--- config.mk ---
export PLATFORM = sky130hd
export DESIGN_NAME = conv_encoder_stream
export DESIGN_NICKNAME = d
export VERILOG_FILES = /design/src/rtl/conv_encoder_stream.sv
export SDC_FILE = /design/constraint.sdc
export NUM_CORES = 1
export LEC_CHECK = 0
export BUFFER_PORTS_ARGS = -buffer_cell sky130_fd_sc_hd__buf_4
export CAP_MARGIN = 20
export CORE_UTILIZATION = 40
export CTS_CLUSTER_DIAMETER = 80
export DETAILED_ROUTE_END_ITERATION = 7
export HOLD_SLACK_MARGIN = 0.03
export SYNTH_ARGS = -nofsm -noshare
export SYNTH_HDL_FRONTEND = slang
export SYNTH_SLANG_ARGS = --single-unit
--- constraint.sdc ---
create_clock -name sys_clk -period 2.1 [get_ports sys_clk]
set_clock_uncertainty 0.15 [all_clocks]
set_input_delay 0 -clock sys_clk [delete_from_list [all_inputs] [get_ports sys_clk]]
set_output_delay 0 -clock sys_clk [all_outputs]
set_load 0.05 [all_outputs]
--- src/rtl/conv_encoder_stream.sv ---
// conv_encoder_stream
// Streaming rate-1/N convolutional encoder with runtime N, K, generator
// polynomials and frame length. Each frame is zero-terminated with K-1
// flush bits. Input and output use valid/ready handshakes through a single
// output register, so one symbol per cycle is sustained.
// Optional feature macro: CONV_PUNCTURE_EN adds a two-column puncturing
// mask that drives o_sym_mask.
module conv_encoder_stream #(
    parameter int MAX_K     = 9,
    parameter int MAX_N     = 3,
    parameter int MAX_FRAME = 128,
    parameter int LW        = $clog2(MAX_FRAME + 1)
) (
    input  logic                   sys_clk,
    input  logic                   rst,
    input  logic                   en,
    input  logic                   i_start,
    input  logic [1:0]             i_code_n,
    input  logic [3:0]             i_constr_len,
    input  logic [MAX_K*MAX_N-1:0] i_gen_poly_flat,
    input  logic [LW-1:0]          i_frame_len,
    input  logic                   i_bit_valid,
    input  logic                   i_bit,
    output logic                   o_bit_ready,
    output logic                   o_sym_valid,
    output logic [MAX_N-1:0]       o_sym,
    output logic [MAX_N-1:0]       o_sym_mask,
    output logic                   o_sym_last,
    input  logic                   i_sym_ready,
`ifdef CONV_PUNCTURE_EN
    input  logic                   i_punct_en,
    input  logic [2*MAX_N-1:0]     i_punct_pat,
`endif
    output logic                   o_busy,
    output logic                   o_done
);

    localparam logic [1:0] ST_IDLE   = 2'd0;
    localparam logic [1:0] ST_ENCODE = 2'd1;
    localparam logic [1:0] ST_FLUSH  = 2'd2;
    localparam logic [1:0] ST_DRAIN  = 2'd3;

    localparam logic [1:0]    N_MAX = 2'(MAX_N);
    localparam logic [3:0]    K_MAX = 4'(MAX_K);
    localparam logic [LW-1:0] F_MAX = LW'(MAX_FRAME);

    // Frame state and latched configuration
    logic [1:0]             r_state;
    logic [MAX_K-2:0]       r_sr;
    logic [1:0]             r_n;
    logic [3:0]             r_k;
    logic [MAX_K*MAX_N-1:0] r_poly;
    logic [LW-1:0]          r_last_bit;
    logic [LW-1:0]          r_bit_cnt;
    logic [3:0]             r_flush_last;
    logic [3:0]             r_flush_cnt;
    logic                   r_done;

    // Output register
    logic                   r_sym_valid;
    logic [MAX_N-1:0]       r_sym;
    logic [MAX_N-1:0]       r_sym_mask;
    logic                   r_sym_last;

`ifdef CONV_PUNCTURE_EN
    logic                   r_punct_en;
    logic [2*MAX_N-1:0]     r_punct_pat;
    logic                   r_col;
`endif

    logic [1:0]             w_n_dec;
    logic [3:0]             w_k_dec;
    logic [LW-1:0]          w_len_dec;
    logic                   w_room;
    logic                   w_adv;
    logic                   w_pop;
    logic                   w_in;
    logic                   w_last_in;
    logic [MAX_K-1:0]       w_win;
    logic [MAX_K-1:0]       w_kmask;
    logic [MAX_N-1:0]       w_nmask;
    logic [MAX_N-1:0]       w_code;
    logic [MAX_N-1:0]       w_mask;

    // Clamp the configuration inputs into their legal ranges before latching
    assign w_n_dec   = (i_code_n >= 2'd2 && i_code_n <= N_MAX) ? i_code_n : 2'd2;
    assign w_k_dec   = (i_constr_len >= 4'd3 && i_constr_len <= K_MAX) ? i_constr_len : K_MAX;
    assign w_len_dec = (i_frame_len == '0)   ? LW'(1) :
                       (i_frame_len > F_MAX) ? F_MAX  : i_frame_len;

    // The output register can take a new symbol when empty or being drained this cycle
    assign w_room      = !r_sym_valid || i_sym_ready;
    assign w_adv       = en && w_room &&
                         (((r_state == ST_ENCODE) && i_bit_valid) || (r_state == ST_FLUSH));
    assign w_pop       = en && r_sym_valid && i_sym_ready;
    assign o_bit_ready = en && (r_state == ST_ENCODE) && w_room;

    // Flush phase shifts in zeros; w[0] is the current bit, w[j] the bit j steps ago
    assign w_in      = (r_state == ST_ENCODE) ? i_bit : 1'b0;
    assign w_win     = {r_sr, w_in};
    assign w_last_in = (r_state == ST_FLUSH) && (r_flush_cnt == r_flush_last);

    // Tap masks: only the lower K window bits and lower N outputs take part
    always_comb begin
        for (int j = 0; j < MAX_K; j++) begin
            w_kmask[j] = (4'(j) < r_k);
        end
        for (int i = 0; i < MAX_N; i++) begin
            w_nmask[i] = (2'(i) < r_n);
        end
    end

    // Each code bit is the parity of its generator taps over the window
    always_comb begin
        for (int i = 0; i < MAX_N; i++) begin
            w_code[i] = w_nmask[i] & (^(r_poly[i*MAX_K +: MAX_K] & w_win & w_kmask));
        end
    end

`ifdef CONV_PUNCTURE_EN
    // Puncturing column alternates per emitted symbol; still limited to the N live bits
    assign w_mask = r_punct_en ?
                    ((r_col ? r_punct_pat[2*MAX_N-1:MAX_N] : r_punct_pat[MAX_N-1:0]) & w_nmask) :
                    w_nmask;
`else
    assign w_mask = w_nmask;
`endif

    // Frame FSM, shift register and output register; en=0 freezes everything
    // NOTE: every register here is assigned with <= so all updates see pre-edge values.
    always_ff @(posedge sys_clk or posedge rst) begin
        if (rst) begin
            r_state      <= ST_IDLE;
            r_sr         <= '0;
            r_n          <= 2'd2;
            r_k          <= 4'd3;
            r_poly       <= '0;
            r_last_bit   <= '0;
            r_bit_cnt    <= '0;
            r_flush_last <= '0;
            r_flush_cnt  <= '0;
            r_done       <= 1'b0;
            r_sym_valid  <= 1'b0;
            r_sym        <= '0;
            r_sym_mask   <= '0;
            r_sym_last   <= 1'b0;
`ifdef CONV_PUNCTURE_EN
            r_punct_en   <= 1'b0;
            r_punct_pat  <= '0;
            r_col        <= 1'b0;
`endif
        end else if (en) begin
            r_done <= 1'b0;

            if (w_adv) begin
                r_sym_valid <= 1'b1;
                r_sym       <= w_code;
                r_sym_mask  <= w_mask;
                r_sym_last  <= w_last_in;
                r_sr        <= {r_sr[MAX_K-3:0], w_in};
`ifdef CONV_PUNCTURE_EN
                r_col       <= ~r_col;
`endif
            end else if (w_pop) begin
                r_sym_valid <= 1'b0;
                r_sym_last  <= 1'b0;
            end

            case (r_state)
                ST_IDLE: begin
                    if (i_start) begin
                        r_n          <= w_n_dec;
                        r_k          <= w_k_dec;
                        r_poly       <= i_gen_poly_flat;
                        r_last_bit   <= w_len_dec - LW'(1);
                        r_flush_last <= w_k_dec - 4'd2;
                        r_bit_cnt    <= '0;
                        r_flush_cnt  <= '0;
                        r_sr         <= '0;
`ifdef CONV_PUNCTURE_EN
                        r_punct_en   <= i_punct_en;
                        r_punct_pat  <= i_punct_pat;
                        r_col        <= 1'b0;
`endif
                        r_state      <= ST_ENCODE;
                    end
                end
                ST_ENCODE: begin
                    if (w_adv) begin
                        r_bit_cnt <= r_bit_cnt + LW'(1);
                        if (r_bit_cnt == r_last_bit) begin
                            r_state <= ST_FLUSH;
                        end
                    end
                end
                ST_FLUSH: begin
                    if (w_adv) begin
                        r_flush_cnt <= r_flush_cnt + 4'd1;
                        if (w_last_in) begin
                            r_state <= ST_DRAIN;
                        end
                    end
                end
                default: begin
                    // Only the final symbol is left in the output register
                    if (w_pop) begin
                        r_state <= ST_IDLE;
                        r_done  <= 1'b1;
                    end
                end
            endcase
        end
    end

    assign o_sym_valid = r_sym_valid;
    assign o_sym       = r_sym;
    assign o_sym_mask  = r_sym_mask;
    assign o_sym_last  = r_sym_last;
    assign o_busy      = (r_state != ST_IDLE);
    assign o_done      = r_done;

endmodule

Yosys cells after proc, flatten, opt, wreduce, memory -nomap -nowiden
Cells that the tools add are included.
{"block": "word_totals", "register_bits": 76, "inputBits": 48, "out_inout_bits": 11, "wordCells": 109}
{"block": "op_classes", "add_sub_neg": 4, "order_cmp": 17, "eq_ne": 9, "mux": 26, "bitwise": 9, "n_reduce_logical": 30}
{"cell": "8-bit two-way mux", "count": 7}
{"cell": "9-bit bitwise AND", "count": 6}
{"cell": "9-bit XOR reduction", "count": 3}
{"cell": "3-bit by 4-bit < comparator with 1-bit output (first input constant)", "count": 4}
{"cell": "8-bit one-hot mux with 2 select lines", "count": 1}
{"cell": "2-bit two-way mux", "count": 7}
{"cell": "4-bit two-way mux", "count": 3}
{"cell": "1-bit logical AND", "count": 10}
{"cell": "8-bit by 1-bit adder with 8-bit output (second input constant)", "count": 1}
{"cell": "8-bit == test", "count": 1}
{"cell": "8-bit greater-than comparator (second input constant)", "count": 1}
{"cell": "8-bit zero test", "count": 1}
{"cell": "1-bit by 4-bit < comparator with 1-bit output (first input constant)", "count": 2}
{"cell": "2-bit by 4-bit < comparator with 1-bit output (first input constant)", "count": 2}
{"cell": "2-bit inequality test (second input constant)", "count": 4}
{"cell": "4-bit one-hot mux with 2 select lines", "count": 1}
{"cell": "4-bit AND reduction", "count": 2}
{"cell": "2-bit nonzero test", "count": 4}
{"cell": "8-bit by 1-bit subtractor with 8-bit output (second input constant)", "count": 1}
{"cell": "7-bit AND reduction", "count": 1}
{"cell": "1-bit two-way mux", "count": 6}
{"cell": "2-bit one-hot mux with 3 select lines", "count": 1}
{"cell": "4-bit by 1-bit adder with 4-bit output (second input constant)", "count": 1}
{"cell": "4-bit == test", "count": 1}
{"cell": "19 further kinds", "count": 24}

Logic depth before layout (Yosys ltp)
Gate-level depths: netlist of the first run.
{"block": "depth", "word_depth": 7, "depth_mapped": 10, "depth_no_buf": 8}

Worst setup path after synthesis of the first run
Ideal clock, no wire load.
{"block": "synth_timing", "path_type": "register to register", "start": "register r_state[0]", "end": "register r_bit_cnt[7]", "setup_time_ns": 0.121, "arrival_ns": 1.986, "t_required_ns": 1.829, "slack_ns": -0.157, "path_stages_with_launch": 11, "path_buffers": 2, "synth_period_minus_slack_ns": 2.257, "cell_sequence": "dfrtp_1 > inv_1 > ha_1 > buf_2 > a21o_1 > and3_1 > clkbuf_1 > and3_1 > nand4_1 > mux2_2 > a22o_1"}
{"block": "synth_between", "elab_chain_cells": 6, "word_cells_on_any_way": 11, "classes_between": "4 x eq/ne; 1 x mux; 6 x reduce/logical"}
{"element": "start: declaration", "line_no": "48", "source": "logic [1:0] r_state;"}
{"element": "start signal: assignment", "line_no": "133", "source": "r_state <= ST_IDLE;"}
{"element": "start signal: assignment", "line_no": "185", "source": "r_state <= ST_ENCODE;"}
{"element": "start signal: assignment", "line_no": "192", "source": "r_state <= ST_FLUSH;"}
{"element": "2-bit by 1-bit == test with 1-bit output", "line_no": "94, 169"}
{"element": "1-bit logical AND", "line_no": "94", "source": "(((r_state == ST_ENCODE) && i_bit_valid) || (r_state == ST_FLUSH));"}
{"element": "1-bit logical OR", "line_no": "94"}
{"element": "1-bit logical AND", "line_no": "93", "source": "assign w_adv = en && w_room &&"}
{"element": "2-bit inequality test (no source line)"}
{"element": "4-bit AND reduction (no source line)"}
{"element": "end signal: assignment", "line_no": "190", "source": "r_bit_cnt <= r_bit_cnt + LW'(1);"}
{"element": "end: declaration", "line_no": "54", "source": "logic [LW-1:0] r_bit_cnt;"}
Several ways; a longest one is shown, not always the timed one.
A chain may end at the register's enable or synchronous reset.

Final worst setup path of the first run
{"block": "layout_timing", "start": "register r_k[3]", "end": "register r_sym[0] (netlist: o_sym[0])"}
{"block": "layout_between", "elab_chain_cells": 4, "word_cells_on_any_way": 12, "classes_between": "9 x order compare; 2 x bitwise; 1 x reduce/logical"}
{"element": "start: declaration", "line_no": "51", "source": "logic [3:0] r_k;"}
{"element": "start signal: assignment", "line_no": "173", "source": "r_k <= w_k_dec;"}
{"element": "1-bit by 4-bit < comparator with 1-bit output, or another cell as far along", "line_no": "106", "source": "w_kmask[j] = (4'(j) < r_k);"}
{"element": "9-bit bitwise AND (*)", "line_no": "116", "source": "w_code[i] = w_nmask[i] & (^(r_poly[i*MAX_K +: MAX_K] & w_win & w_kmask));"}
{"element": "9-bit XOR reduction (*)", "line_no": "116"}
{"element": "1-bit bitwise AND (*)", "line_no": "116"}
{"element": "end signal: assignment", "line_no": "157", "source": "r_sym <= w_code;"}
{"element": "end: declaration", "line_no": "61", "source": "logic [MAX_N-1:0] r_sym;"}
Every way passes the cells marked *; elsewhere a longest branch is shown, timed or not.

==> metrics.md, run 1 <==
| Metric | Value |
|---|---|
| Cell area after layout | 5600 µm² |
| Largest net degree at the start of global routing | between 40 and 50 |
| Antenna violations before repair | 0 |
| Area growth, synth to finish | 38.2% |
| Post-synth ARST share | 100% |
| Global-route wire length before repair | about 16000 µm |
| YS warnings | 0 |
| Gr ovfl total | 0 |
| Critical Path RT | 2.18 ns |
| Worst slew margin | 73.3% |
| Synth Register Bits | 76 |
| Leakage power | 0.00262 µW |
| WL/cell | 14.2 µm |
| Std cell rows | 36 |
| P_int | 3790 µW |
| Final cell count without fillers | a little over 700 |
| CTS root buf | clkbuf_8 |
| First drt pass iteration count | 4 |
| Syn Nets | ~500 |
| Total number of vias | 3700 |
| CP peak stage delay | 0.45 ns |
| Share of layout cells above drive strength 1 | 22.6% |
| Power Density | 1110 nW/µm² |
| Synth cell types | 47 |
| Placed cell area | 4750 µm² |
| Crit. End Element | flop |
| Final hold vios | 0 |
| Post-route minimum period | 2.08 ns |
| Combinational Power Share | 41.4% |
| Slew @ Worst Pin | 0.398 ns |
| Mapped Cells | 455 |
| Post-DP HPWL | 7110 µm |
| Clock power share | 17.7% |
| Worst Hold Class | input pin to flop |
| Maxcap violations | 0 |
| CORE AREA | 9820 µm² |
| IO Count | around 60 |
| CTS Buf Count | 9 |
| NetSw | between 2000 and 2500 µW |
| Port bufs | 58 |
| Post-DR vias/cell | 5.13 |
| Gr usage total | 20.3% |
| Routed WL | 10200 µm |
| Antenna Cells | 0 |
| Register area share after synthesis | 47.0% |
| Slowest stage cell on the critical path | dfrtp_2 |
| Routed Antenna Nets | 0 |
| Worst VDD drop | 0.421 mV |
| Final setup viols | 0 |
| Syn_area_per_cell | 8.91 µm² |
| Clk Latency, worst-skew pair | 0.35 ns |
| Flop pwr share | between 40% and 50% |
| Area occupied by registers | 1910 µm² |
| Die area | between 10000 and 15000 µm² |
| CTS sink cnt | 76 |
| Outcome | complete, no violations |
| Post-route DRC | 0 |
| Synthesized area | roughly 4000 µm² |
| CTS tree | done |
| Die height | 103 µm |
| Nets | ~640 |
| DR iter-0 viols | 146 |
| CP Cell Sequence | or3_1 > nand3_1 > xnor2_1 > xnor3_1 > xnor2_1 > o21ai_1 |
| Commonest non-fill, non-tap cell in the layout | nand2_1 |
| Critical path arrival | 2.16 ns |
| Initial core utilization | 41.3% |
| Max Fclk | 0.480 GHz |
| Crit start category | flop |
| Period utilization | between 90 and 100% |
| Total Power | 6210 µW |
| Vias in the first global route | 3396 |
| Placed insts | 645 |
| Htree depth | 3 |
| Main synth FF type | dfrtp_1 |
| Worst-path clk slew | 0.08 ns |
| Max-slew violations | 0 |
| Unrepaired setup endpoints after global routing | yes |
| Placer Congestion | roughly 0.86 |
| Longest Clk Path Bufs | 2 |
| Most frequent cells in the layout | nand2_1, buf_4, dfrtp_1 |
| Sw Share | 39.0% |
| Fillers | 912 |
| Worst Path Max Fanout | 5 |
| Footprint of the multi-input gates | 2120 µm² |
| Worst path most repeated cell | xnor2_1 |
| EDFF count, synth | 0 |
| Critical path class | flop to flop |
| Die Wd | 103 µm |
## power by group through the flow
stage,combinational (µW),clock (µW),sequential [µW]
6_report,2570,1100,2540
5_1_grt,2840,1190,2600
4_1_cts,2410,1120,2510
3_5_place_dp,2280,0,2550
3_3_place_gp,2230,0,2540
2_1_floorplan,1540,0,2550
## logic make-up after synthesis
kind of cell | synth area share [%]
AOI/OAI and AO/OA | 12.2
DFF | 47.0
muxes | 3.02
adders and majority gates | 2.47
buffers and inverters | 2.90
and+or+nand+nor | 24.5
xor gates and xnor gates | 7.93
## worst paths after layout
path	start	end	slack (ns)	cells after the start
min in group asynchronous	rst	r_flush_cnt[1]	0.62	4
worst max register to register	r_k[3]	o_sym[0]	0.02	6
worst min register to register	o_sym_mask[1]	o_sym_mask[1]	0.33	2
max in group asynchronous	rst	r_poly[14]	0.60	5
worst min-delay path	i_start	r_last_bit[3]	0.04	4
worst max-delay path	r_k[3]	o_sym[0]	0.02	6
## layout make-up
cell class,instances,area share (%)
Multi-Input combinational cell,351,37.9
Sequential cell,76,34.1
Clock buffer,14,2.72
Clock inverter,2,0.625
Inverter,7,0.536
Timing Repair Buffer,138,21.2
Tap cell,133,2.97
## cells in the mapped netlist, types with 6 or more instances
cell,n,share of area (%)
a21oi_1,13,1.6
a22o_1,12,2.6
clkbuf_1,16,1.5
dfrtp_1,73,45
ha_1,8,2.5
inv_1,7,0.65
mux2_2,10,2.8
nand2_1,144,13
nand3_1,24,3.0
nand4_1,7,1.1
nor2_1,18,1.7
nor2b_1,6,0.93
nor3_1,6,0.74
o21a_1,6,1.1
o21ai_0,16,2.0
xnor2_1,22,4.8
xor2_1,7,1.5
## critical path: cells and delay by family, from the launching register on
kind | cells | cell delay (ns)
AOI/OAI and AO/OA | 1 | 0.07
xor gates and xnor gates | 3 | 0.74
and+or+nand+nor | 2 | 0.55
DFF | 1 | 0.45
## metrics by stage
step                hold WS [ns]  TNS (ns)  worst slack (ns)  utilization [%]
floorplan                -0.0446   -0.0975           -0.0477                -
global placement          -0.167         0            0.0419             48.3
detailed placement        -0.167   -0.0941           -0.0250             48.3
CTS                       0.0290  -0.00602          -0.00602             55.7
global route              0.0591    -0.158           -0.0550             57.1
finish                    0.0405         0            0.0157             57.1
## registers in the layout, indices dropped and copies added (netlist names)
name          cells
r_poly           27
r_bit_cnt         8
r_last_bit        8
r_sr              8
r_flush_cnt       4
r_flush_last      4
r_k               4
o_sym             3
o_sym_mask        3
r_n               2
r_state           2
o_done            1
o_sym_last        1
o_sym_valid       1
## repair_timing
action,in CTS,in global routing
hold buffers,52,0
pin swaps,4,7
endpoints found under the hold margin,124,0
setup buffers,2,6
setup endpoints to repair,5,12
gates resized for setup,3,21
## per-layer routing
metal  up-vias  share of wire, %  GRT usage, %
met2        97                47          31.9
met5         -                 0             0
met4         0               1.4          9.78
met3        12               4.0          3.12
met1      1780                47          27.5
li1       1811                 -             -
(Power assumes the default switching activity.)
==> run 2, diff against run 1 <==
--- a/config.mk
+++ b/config.mk
@@ -7,10 +7,13 @@
 export LEC_CHECK = 0
 export BUFFER_PORTS_ARGS = -buffer_cell sky130_fd_sc_hd__buf_4
 export CAP_MARGIN = 20
-export CORE_UTILIZATION = 40
+export CELL_PAD_IN_SITES_DETAIL_PLACEMENT = 0
+export CELL_PAD_IN_SITES_GLOBAL_PLACEMENT = 1
+export CORE_UTILIZATION = 39
 export CTS_CLUSTER_DIAMETER = 80
 export DETAILED_ROUTE_END_ITERATION = 7
 export HOLD_SLACK_MARGIN = 0.03
+export PLACE_DENSITY_LB_ADDON = 0.1
 export SYNTH_ARGS = -nofsm -noshare
 export SYNTH_HDL_FRONTEND = slang
 export SYNTH_SLANG_ARGS = --single-unit
==> run 2 against run 1 <==
Against the previous run:
- the flow now finishes with violations (negative setup slack)
- sequential share of layout area is 0.73 points lower
- count of clock-buffer cells in the layout is 3 lower
- cell count grew 1.2%
- design area increased by 2.1%
- non-clock buffer count up 9
- critical path type unchanged
- largest cell class unchanged
- highest routed layer unchanged
==> metrics.md, run 2 (synthesized netlist as in run 1, its figures left out) <==
| Metric | Value |
|---|---|
| Routed WL | 10700 µm (was 10200 µm) |
| CTS sink cnt | 76 (unchanged) |
| Die Wd | 104 µm (was 103 µm) |
| Flop pwr share | 39.3% (was 40.9%) |
| P_int | 3910 µW (was 3790 µW) |
| Antenna Cells | 0 (unchanged) |
| Initial core utilization | 40.9% (was 41.3%) |
| Biggest register | r_poly (unchanged) |
| Placer Congestion | 0.841 (was 0.858) |
| Leakage power | 0.00271 µW (was 0.00262 µW) |
| First drt pass iteration count | 4 (unchanged) |
| Htree depth | 3 (unchanged) |
| Longest Clk Path Bufs | 2 (unchanged) |
| Worst-path clk slew | 0.08 ns (about the same) |
| Total number of vias | 3635 (was 3700) |
| DR iter-0 viols | 143 (was 146) |
| Critical path class | flop to flop (unchanged) |
| Port bufs | 58 (unchanged) |
| Gr ovfl total | 0 (unchanged) |
| Crit start category | flop (unchanged) |
| Post-DP HPWL | 7540 µm (was 7110 µm) |
| Std cell rows | 36 (unchanged) |
| Final cell count without fillers | 730 (was 721) |
| WL/cell | 14.7 µm (was 14.2 µm) |
| Maxcap violations | 0 (unchanged) |
| Crit. End Element | flop (unchanged) |
| WHS | 0.0502 ns (was 0.0405 ns) |
| Global-route wire length before repair | 18100 µm (was 16200 µm) |
| Period utilization | 102% (was 99.3%) |
| Post-route DRC | 0 (unchanged) |
| NetSw | 2540 µW (was 2420 µW) |
| Vias in the first global route | 3643 (was 3396) |
| Critical Path RT | 2.18 ns (about the same) |
| CORE AREA | 9910 µm² (was 9820 µm²) |
| Max reg flops | 27 (unchanged) |
| Largest net degree at the start of global routing | 34 (was 43) |
| Worst Path Max Fanout | 3 (was 5) |
| Final hold vios | 0 (unchanged) |
| Share of layout cells above drive strength 1 | 26.0% (was 22.6%) |
| Most frequent cells in the layout | nand2_1, buf_4, dfrtp_1 (unchanged) |
| Fillers | 917 (was 912) |
| Final setup viols | 3 (was 0) |
| Combinational Power Share | 43.3% (was 41.4%) |
| Total Power | 6440 µW (was 6210 µW) |
| Clock power share | 17.4% (was 17.7%) |
| Routed Antenna Nets | 0 (unchanged) |
| Area growth, synth to finish | 41.2% (was 38.2%) |
| Die area | 10800 µm² (was 10500 µm²) |
| Commonest non-fill, non-tap cell in the layout | nand2_1 (unchanged) |
| Worst Hold Class | input pin to flop (unchanged) |
| IO Count | 59 (unchanged) |
| Placed insts | 659 (was 645) |
| Nets | 648 (was 639) |
| Max-slew violations | 0 (unchanged) |
| CTS tree | done (unchanged) |
| Max Fclk | 0.465 GHz (was 0.480 GHz) |
| Placed cell area | 4850 µm² (was 4750 µm²) |
| Power Density | 1130 nW/µm² (was 1110 nW/µm²) |
| Post-DR vias/cell | 4.98 (was 5.13) |
| CTS Buf Count | 9 (unchanged) |
| Outcome | finished with violations (was complete, no violations) |
| Slew @ Worst Pin | 0.701 ns (was 0.398 ns) |
| Clk Latency, worst-skew pair | 0.34 ns (was 0.35 ns) |
| Die height | 104 µm (was 103 µm) |
| Unrepaired setup endpoints after global routing | yes (unchanged) |
| Place WS | -0.0973 ns (was -0.0250 ns) |
| CTS root buf | clkbuf_8 (unchanged) |
| Worst setup margin | -0.0508 ns (was 0.0157 ns) |
| Critical path arrival | 2.23 ns (was 2.16 ns) |
| Worst VDD drop | 0.511 mV (was 0.421 mV) |
| Gr usage total | 20.8% (was 20.3%) |
| Worst slew margin | 53.1% (was 73.3%) |
| Cell area after layout | 5720 µm² (was 5600 µm²) |
| Post-route minimum period | 2.15 ns (was 2.08 ns) |
| Sw Share | 39.4% (was 39.0%) |
| Failing checks | negative setup slack |
| Antenna violations before repair | 0 (unchanged) |
-- run 2: path summary, 6_finish.rpt --
kind,from,end,slack [ns],cells after the start
setup reg to reg,r_state[1],r_bit_cnt[7],-0.05,9
hold reg to reg,r_poly[24],r_poly[24],0.33,2
hold / removal,i_start,r_last_bit[3],0.05,4
min in group asynchronous,rst,r_sr[0],0.17,3
max in group asynchronous,rst,r_k[2],0.96,4
setup / recovery,r_state[1],r_bit_cnt[7],-0.05,9
-- run 2: cell type report --
class                      instances  area (µm²)  share of cell area [%]
timing repair buffer             147        1250                    21.9
tap                              133         166                    2.91
multi-input combinational        351        2170                    37.9
sequential                        76        1910                    33.4
clock inverter                     5        52.6                   0.918
inverter                           7        30.0                   0.525
clock buffer                      11         141                    2.47
-- run 2: metal layers --
metal	vias up	GRT usage [%]	wire length (µm)
met5	-	0	0
met3	4	3.45	349
met2	52	33.5	5020
met1	1756	29.3	5310
li1	1823	-	-
met4	0	4.69	53
-- run 2: worst max-delay path: stages, from the launching register on --
cell     delay [ns]
dfrtp_1        0.43
inv_2          0.10
ha_4           0.13
a21o_1         0.14
and3_4         0.21
buf_6          0.10
and3_4         0.18
nand4_1        0.12
mux2_4         0.32
a22o_1         0.17
-- run 2: repair_timing --
action                                  in CTS  in global routing
pin swaps                                    3                  5
cloned                                       0                  0
endpoints found under the setup margin       5                 16
endpoints found under the hold margin       75                  0
gates resized for setup                      9                 22
buffers inserted                             3                  3
hold buffers                                49                  0
-- run 2: power groups by stage --
stage               clock network (µW)  logic, µW  registers [µW]
detailed placement                   0       2490            2530
global route                      1220       3090            2600
global placement                     0       2440            2530
floorplan                            0       1540            2550
finish                            1120       2790            2530
CTS                               1160       2680            2520
-- run 2: per-stage QoR --
stage | TNS (ns) | util, %
5_1_grt | -0.647 | 57.8
2_1_floorplan | -0.0975 | -
6_report | -0.0716 | 57.8
3_5_place_dp | -0.298 | 49.0
3_3_place_gp | -0.00609 | 49.0
4_1_cts | -0.0349 | 56.6
